[src/rtl/alu_cmd_sequencer.sv]
// -----------------------------------------------------------------------------
// alu_cmd_sequencer
//
// Purpose:
//   Accepts (a, b, op) commands from upstream agents, buffers them in a small
//   FIFO and issues them one at a time to a 4-bit ALU. Once the ALU latency
//   has elapsed, it captures the ALU result and returns it over a valid/ready
//   response interface, tagged with the opcode and a 4-bit sequence number.
//   Reserved opcodes (101-111) are not issued to the ALU. They produce an
//   error response with a zero result.
//
// Parameters:
//   DEPTH    command FIFO entries (power of two, >= 2)
//   ALU_LAT  cycles from an ALU input change to a valid alu_result
//
// Ports:
//   clk         clock, rising edge
//   rst         synchronous active-high reset
//   cmd_valid   command present
//   cmd_ready   FIFO can accept a command (not full)
//   cmd_a/b     4-bit operands
//   cmd_op      3-bit opcode (000 add, 001 sub, 010 and, 011 or, 100 not a)
//   alu_a/b/op  registered drive to the ALU, held until the next issue
//   alu_result  result returned by the ALU
//   rsp_valid   response present
//   rsp_ready   downstream accepts the response
//   rsp_result  captured ALU result (0 on error)
//   rsp_op      opcode of this response
//   rsp_err     reserved opcode was rejected
//   rsp_seq     number of responses handshaken since reset, modulo 16
//   busy        FIFO non-empty or a command in flight
// -----------------------------------------------------------------------------
module alu_cmd_sequencer #(
  parameter int DEPTH   = 4,
  parameter int ALU_LAT = 1
) (
  input  logic       clk,
  input  logic       rst,
  input  logic       cmd_valid,
  output logic       cmd_ready,
  input  logic [3:0] cmd_a,
  input  logic [3:0] cmd_b,
  input  logic [2:0] cmd_op,
  output logic [3:0] alu_a,
  output logic [3:0] alu_b,
  output logic [2:0] alu_op,
  input  logic [3:0] alu_result,
  output logic       rsp_valid,
  input  logic       rsp_ready,
  output logic [3:0] rsp_result,
  output logic [2:0] rsp_op,
  output logic       rsp_err,
  output logic [3:0] rsp_seq,
  output logic       busy
);

  localparam int AW = (DEPTH > 1) ? $clog2(DEPTH) : 1;
  // The wait counter must hold ALU_LAT; keep at least one bit for ALU_LAT = 0.
  localparam int CW = (ALU_LAT < 1) ? 1 : $clog2(ALU_LAT + 1);
  localparam logic [CW-1:0] LAT_LOAD = CW'(ALU_LAT);
  localparam logic [AW:0]   FULL_CNT = (AW + 1)'(DEPTH);

  typedef enum logic [1:0] {
    S_IDLE = 2'd0,
    S_WAIT = 2'd1,
    S_HOLD = 2'd2
  } state_t;

  // ---------------------------------------------------------------------------
  // Command FIFO. An entry is packed as {op, b, a}.
  // ---------------------------------------------------------------------------
  logic [10:0]   mem_q [DEPTH];
  logic [AW-1:0] wr_ptr_q, wr_ptr_d;
  logic [AW-1:0] rd_ptr_q, rd_ptr_d;
  logic [AW:0]   count_q, count_d;

  logic          full;
  logic          push;
  logic          pop;
  logic [10:0]   head;
  logic [3:0]    head_a;
  logic [3:0]    head_b;
  logic [2:0]    head_op;
  logic          head_reserved;

  // FSM and output registers
  state_t        state_q;
  logic [CW-1:0] wait_cnt_q;
  logic [3:0]    alu_a_q;
  logic [3:0]    alu_b_q;
  logic [2:0]    alu_op_q;
  logic          rsp_valid_q;
  logic [3:0]    rsp_result_q;
  logic [2:0]    rsp_op_q;
  logic          rsp_err_q;
  logic [3:0]    seq_q;

  assign full      = (count_q == FULL_CNT);
  assign cmd_ready = !full;
  assign push      = cmd_valid && !full;
  // The head entry is consumed only when the FSM is free to start on it.
  assign pop       = (state_q == S_IDLE) && (count_q != '0);

  // The head is read combinationally so that IDLE can pop and issue on the
  // same edge. The FIFO is small enough to live in registers.
  assign head          = mem_q[rd_ptr_q];
  assign head_a        = head[3:0];
  assign head_b        = head[7:4];
  assign head_op       = head[10:8];
  assign head_reserved = (head_op > 3'b100);

  always_comb begin
    wr_ptr_d = wr_ptr_q;
    rd_ptr_d = rd_ptr_q;
    count_d  = count_q;
    if (push) begin
      wr_ptr_d = wr_ptr_q + 1'b1;
    end
    if (pop) begin
      rd_ptr_d = rd_ptr_q + 1'b1;
    end
    // A simultaneous push and pop leaves the occupancy unchanged.
    if (push && !pop) begin
      count_d = count_q + 1'b1;
    end else if (pop && !push) begin
      count_d = count_q - 1'b1;
    end
  end

  always_ff @(posedge clk) begin
    if (rst) begin
      wr_ptr_q <= '0;
      rd_ptr_q <= '0;
      count_q  <= '0;
    end else begin
      wr_ptr_q <= wr_ptr_d;
      rd_ptr_q <= rd_ptr_d;
      count_q  <= count_d;
    end
  end

  // Storage carries no reset. Validity is tracked entirely by count_q.
  always_ff @(posedge clk) begin
    if (push) begin
      mem_q[wr_ptr_q] <= {cmd_op, cmd_b, cmd_a};
    end
  end

  // ---------------------------------------------------------------------------
  // Issue / collect FSM. All outputs are registered here.
  // ---------------------------------------------------------------------------
  always_ff @(posedge clk) begin
    if (rst) begin
      state_q      <= S_IDLE;
      wait_cnt_q   <= '0;
      alu_a_q      <= '0;
      alu_b_q      <= '0;
      alu_op_q     <= '0;
      rsp_valid_q  <= 1'b0;
      rsp_result_q <= '0;
      rsp_op_q     <= '0;
      rsp_err_q    <= 1'b0;
      seq_q        <= '0;
    end else begin
      unique case (state_q)
        S_IDLE: begin
          if (pop) begin
            rsp_op_q <= head_op;
            if (head_reserved) begin
              // Never reaches the ALU. The last issued operands stay on the bus.
              rsp_result_q <= '0;
              rsp_err_q    <= 1'b1;
              rsp_valid_q  <= 1'b1;
              state_q      <= S_HOLD;
            end else begin
              alu_a_q    <= head_a;
              alu_b_q    <= head_b;
              alu_op_q   <= head_op;
              wait_cnt_q <= LAT_LOAD;
              state_q    <= S_WAIT;
            end
          end
        end

        S_WAIT: begin
          // ALU_LAT decrements, then one capture cycle. The ALU has seen
          // the operands for ALU_LAT edges by the time alu_result is sampled.
          if (wait_cnt_q == '0) begin
            rsp_result_q <= alu_result;
            rsp_err_q    <= 1'b0;
            rsp_valid_q  <= 1'b1;
            state_q      <= S_HOLD;
          end else begin
            wait_cnt_q <= wait_cnt_q - 1'b1;
          end
        end

        S_HOLD: begin
          if (rsp_ready) begin
            rsp_valid_q <= 1'b0;
            seq_q       <= seq_q + 1'b1;
            state_q     <= S_IDLE;
          end
        end

        default: begin
          state_q <= S_IDLE;
        end
      endcase
    end
  end

  assign alu_a      = alu_a_q;
  assign alu_b      = alu_b_q;
  assign alu_op     = alu_op_q;
  assign rsp_valid  = rsp_valid_q;
  assign rsp_result = rsp_result_q;
  assign rsp_op     = rsp_op_q;
  assign rsp_err    = rsp_err_q;
  assign rsp_seq    = seq_q;
  assign busy       = (count_q != '0) || (state_q != S_IDLE);

endmodule
[config.mk]
export PLATFORM = sky130hd
export DESIGN_NAME = alu_cmd_sequencer
export DESIGN_NICKNAME = d
export VERILOG_FILES = /design/src/rtl/alu_cmd_sequencer.sv
export SDC_FILE = /design/constraint.sdc
export NUM_CORES = 1
export LEC_CHECK = 0
export CAP_MARGIN = 10
export CORE_AREA = 2 2 87 89
export CTS_CLUSTER_SIZE = 30
export DETAILED_ROUTE_END_ITERATION = 8
export DIE_AREA = 0 0 89 91
export HOLD_SLACK_MARGIN = 0.12
export PLACE_DENSITY = 0.68
export SLEW_MARGIN = 10
export SYNTH_ARGS = -nofsm -noshare
export SYNTH_HDL_FRONTEND = slang
export SYNTH_SLANG_ARGS = --single-unit
[constraint.sdc]
create_clock -name clk -period 5.2 [get_ports clk]
set_input_delay 1.04 -clock clk [delete_from_list [all_inputs] [get_ports clk]]
set_output_delay 1.04 -clock clk [all_outputs]
set_load 0.1 [all_outputs]
Word level (Yosys, flattened, before mapping)
Memories as Yosys holds them, arrays and structs flattened. A register that Yosys moved wholly into a read port is not among the register bits.
Index checks and enable logic that the tools add are counted.
Storage, ports and cells
  flip-flop bits (word level): 34
  memory bits (writable): 44
  bits of input ports: 19
  output and inout port bits: 26
  word-level logic and storage cells: 77
  memories kept: 1
Operators by class
  add/sub/neg operators: 6
  $lt $le $gt $ge: 1
  eq/ne operators: 8
  multiplexer cells: 26
  bitwise gates (word level): 1
  reduce and logical (&&, ||, !) cells: 21
Memories
  mem_q: depth 4, bits a word 11, rd ports 1, clocked after Yosys merged registers in 1, write ports 1, line 72  | logic [10:0] mem_q [DEPTH];
Operator list (count)
  $mux 2: 6
  $mux 4: 3
  $mux 1: 10
  $ne 2x2->1 const B: 5
  $reduce_and 3->1: 3
  $pmux 4 s2: 1
  $mux 3: 2
  $pmux 2 s3: 1
  $reduce_bool 2->1: 3
  $reduce_bool 3->1: 2
  $reduce_and 5->1: 1
  $add 2x1->2 const B: 2
  $add 4x1->4 const B: 1
  $logic_and 1x1->1: 4
  $pmux 1 s2: 2
  $reduce_and 2->1: 2
  $reduce_and 4->1: 1
  $add 3x1->3 const B: 1
  $eq 3x3->1 const B: 1
  $gt 3x3->1 const B: 1
  $logic_not 1->1: 3
  $pmux 1 s3: 1
  $sub 3x1->3 const B: 1
  $eq 2x1->1 const B: 1
  other kinds (5): 5

Logic depth before layout (Yosys ltp)
  word-level depth: 7
  gate-level depth with buffers: 10
  mapped depth without buffers: 9

Worst setup path before layout
OpenSTA, ideal clock, no wires.
  kind: input port to flip-flop
  start: in cmd_valid
  end: reg count_q[2]
  library setup time: 70 ps
  arrival time: 2621 ps
  data required time: 5130 ps
  slack: 2509 ps
  cell stages on the path: 7
  path buffers: 0
  cell sequence: a21boi_1 -> ha_1 -> inv_1 -> fa_1 -> xor2_1 -> or3_1 -> a21oi_1
Between the ends
  word-level cells in the longest chain between the ends: 4
Ends and longest elaborated chain
  from (decl): line 39  | input logic cmd_valid,
  $logic_and 1x1->1 *: line 100  | assign push = cmd_valid && !full;
  $logic_not 1->1: line 125  | end else if (pop && !push) begin
  $logic_and 1x1->1: line 125
  $reduce_bool 2->1 (no line)
  to (signal assigned): line 138  | count_q <= count_d;
  to (decl): line 75  | logic [AW:0] count_q, count_d;
Mark *: on every way between the ends. The rest lies on a longest branch, timed or not.
A chain may end at the register's enable or synchronous reset.

Final worst setup path
  start: reg count_q[0]
  end: out busy
Between the ends
  word-level cells in the longest chain between the ends: 2
Ends and longest elaborated chain
  $reduce_bool 3->1: line 221  | assign busy = (count_q != '0) || (state_q != S_IDLE);
  $logic_or 1x1->1: line 221
  to (decl): line 54  | output logic busy
Every way passes these cells.

==> results by group <==
Global routing
  • Met3 Use GR: 0.0300
  • Gr usage total: 0.144
  • Number of global-route vias before repair: around 1.8k
  • Gr busiest metal: met2
  • GR Util met1: 0.196
  • GR Util met2: 0.217
  • Initial antenna violation count: 0
  • Grt total ovfl: 0
  • First-pass GRT wire length: ~9000 um
  • Largest net degree at the start of global routing: 40

Detailed routing
  • Final ANT Viol Nets: 0
  • DRT Pass-1 Iters: 5
  • Routed vias/inst: ~5.0
  • Wirelength, routed: 5500 um
  • # DRC: 0
  • DR vias: around 1.9k
  • Starting DRC count in detailed routing: 66
  • Drt wl/cell: ~15 um

Placed design
  • Hpwl dp: about 3700 um
  • Final Wtd Congestion: a little over 0.7
  • Port bufs: 44

Clocking
  • Post-cts gate resize count: 0
  • Num Clock Sinks: 80
  • Post-CTS Hold Buffers: 0
  • Clk slew on worst S/H paths: about 90 ps
  • H-tree depth: 3
  • Setup Buffers After CTS: 0
  • Clock Tree Buf Depth: 2
  • Worst-Skew Late Latency: around 350 ps
  • TritonCTS clock tree: built
  • CTS Buf Count: 9
  • Root Buffer Master: clkbuf_8

Finish
  • P&R area growth vs syn: 22.0%
  • Finished Core Util: 0.542
  • Fillers: slightly above 600
  • Fin nets: between 300 and 400
  • Ant diodes: 0
  • Share of cells above drive strength 1: 0.0929
  • Most frequent cells in the layout: 44 x clkdlybuf4s50_1, 44 x edfxtp_1, 36 x dfxtp_1, 18 x a21oi_1, 17 x nor2_1

STA
  • Fin. Hold Viols: 0
  • Final Critical Period: 3420 ps
  • Slew at the pin closest to its max-slew limit: around 1000 ps
  • Worst slew margin: 0.343
  • Unrepaired setup endpoints after global routing: false
  • Setup Skew: approximately 13 ps
  • Period utilization: 0.657
  • Final Slew Violations: 0
  • Setup violators final: 0
  • Max Clk Rate: approximately 0.3 GHz
  • Setup tns final: 0 ps

Yosys
  • Synth Flop Type: edfxtp_1
  • Post-Syn Instances: approximately 230
  • Synth Register Bits: 80
  • Share of synthesized registers carrying an async set or reset: 0
  • Netlist cell types: 35
  • EDFF count, synth: 44
  • Net Count, Synth: 254
  • Mapped Area: ~3200 um2
  • Mean post-synth cell area: about 14 um2
  • Synth warn: 0
  • Post-synthesis sequential area ratio: 0.644

Floorplanning
  • Die Width: approximately 90 um
  • Core footprint: roughly 7100 um2
  • Initial core utilization: 0.444
  • Die Area: just over 8000 um2
  • Die height: ~91 um
  • Io pins: between 40 and 50
  • # rows: 31

Worst setup path
  • CP Launch Type: flop
  • CP max FO: 5
  • WP data required: between 4000 and 5000 ps
  • Crit. End Element: output pin
  • WP data arrival: around 2400 ps
  • Crit path kind: reg -> out

Job
  • Max cap viols: 0

Power
  • IR drop worst, VDD: about 0.18 mV
  • Power density cells: 639 nW/um2
  • Static leakage: ~1.3 nW
  • Final Power: roughly 2.5 mW

Min path
  • Hold Path Class: reg -> reg

Outcome
  • Outcome: complete, no violations
## final timing paths
path	start	to	slack [ps]	cells after the start
hold reg to reg	rsp_op[0]$_SDFFE_PP0P_	rsp_op[0]$_SDFFE_PP0P_	460	2
hold / removal	rsp_op[0]$_SDFFE_PP0P_	rsp_op[0]$_SDFFE_PP0P_	460	2
setup / recovery	count_q[0]$_SDFFE_PP0P_	busy	1780	3
setup reg to reg	count_q[0]$_SDFFE_PP0P_	count_q[2]$_SDFFE_PP0P_	2230	9
## per-stage QoR
| stage | setup WS, ps | area [um2] | std cells | hold slack (ps) |
|---|---|---|---|---|
| detailed placement | 1840 | 3700 | 363 | 450 |
| global placement | 1920 | 3700 | 363 | 446 |
| floorplan | 2510 | 3170 | 228 | 485 |
| finish | 1780 | 3870 | 379 | 462 |
| global route | 1640 | 3870 | 379 | 484 |
| CTS | 1750 | 3870 | 379 | 463 |
## area by class of cell
cell class                 instances  area, um2  area share
sequential                        80       2040       0.528
multi-input combinational        134       1060       0.275
timing repair buffer              45        448       0.116
clock buffer                       9        124      0.0320
tap                               99        124      0.0320
clock inverter                     7       46.3      0.0120
inverter                           5       18.8     0.00485
## power by group
part | switching [mW] | leakage [nW] | total (mW) | internal [mW]
Clock | 0.231 | 0.0867 | 0.405 | 0.174
Sequential | 0.0986 | 0.698 | 0.894 | 0.795
Combinational | 0.827 | 0.556 | 1.17 | 0.345
## synthesized netlist by cell type, types with 2 or more instances
master | count | share of area
nand3_1 | 9 | 0.014
xor2_1 | 5 | 0.014
nor2_1 | 17 | 0.020
o21ai_0 | 13 | 0.021
dfxtp_1 | 36 | 0.23
or3_1 | 2 | 0.0039
ha_1 | 6 | 0.024
a21oi_1 | 18 | 0.028
buf_2 | 2 | 0.0032
xnor2_1 | 3 | 0.0083
clkbuf_1 | 6 | 0.0071
inv_1 | 5 | 0.0059
mux4_1 | 5 | 0.041
and2_0 | 2 | 0.0039
and2_1 | 4 | 0.0079
nand3b_1 | 4 | 0.0095
nor3_1 | 6 | 0.0095
mux4_2 | 6 | 0.043
nand2_1 | 9 | 0.011
edfxtp_1 | 44 | 0.42
nand2b_1 | 6 | 0.012
mux2i_1 | 7 | 0.022
## metal layers
layer	up-vias	wire (um)	share of wire
li1	936	-	-
met2	43	2610	0.47
met3	8	224	0.041
met1	905	2580	0.47
met5	-	0	0
met4	0	97	0.018
## registers in the layout, summed over array words and instances, names as in the netlist, named ones only
signal / cells
count_q: 3
alu_op: 3
mem_q: 44
alu_b: 4
rsp_seq: 4
wr_ptr_q: 2
rsp_valid: 1
rsp_err: 1
alu_a: 4
rsp_op: 3
rsp_result: 4
rd_ptr_q: 2
wait_cnt_q: 1
state_q: 2
## kinds of logic (layout without fill, tap and decap cells)
group / count (synthesis) / in the layout / share of synthesized area
buf+inv: 14 / 66 / 0.0197
xor+xnor: 8 / 8 / 0.0221
flops: 80 / 80 / 0.644
simple gates: 65 / 65 / 0.113
mux: 18 / 18 / 0.106
fa+ha+maj: 7 / 7 / 0.0300
compound gates: 36 / 36 / 0.0651
## worst max-delay path: stages, from the launching register on
cell	delay, ps
dfxtp_1	370
nor3_1	550
nand2_1	110
clkdlybuf4s50_1	990
Note: power is estimated with default switching activity, not from simulation.
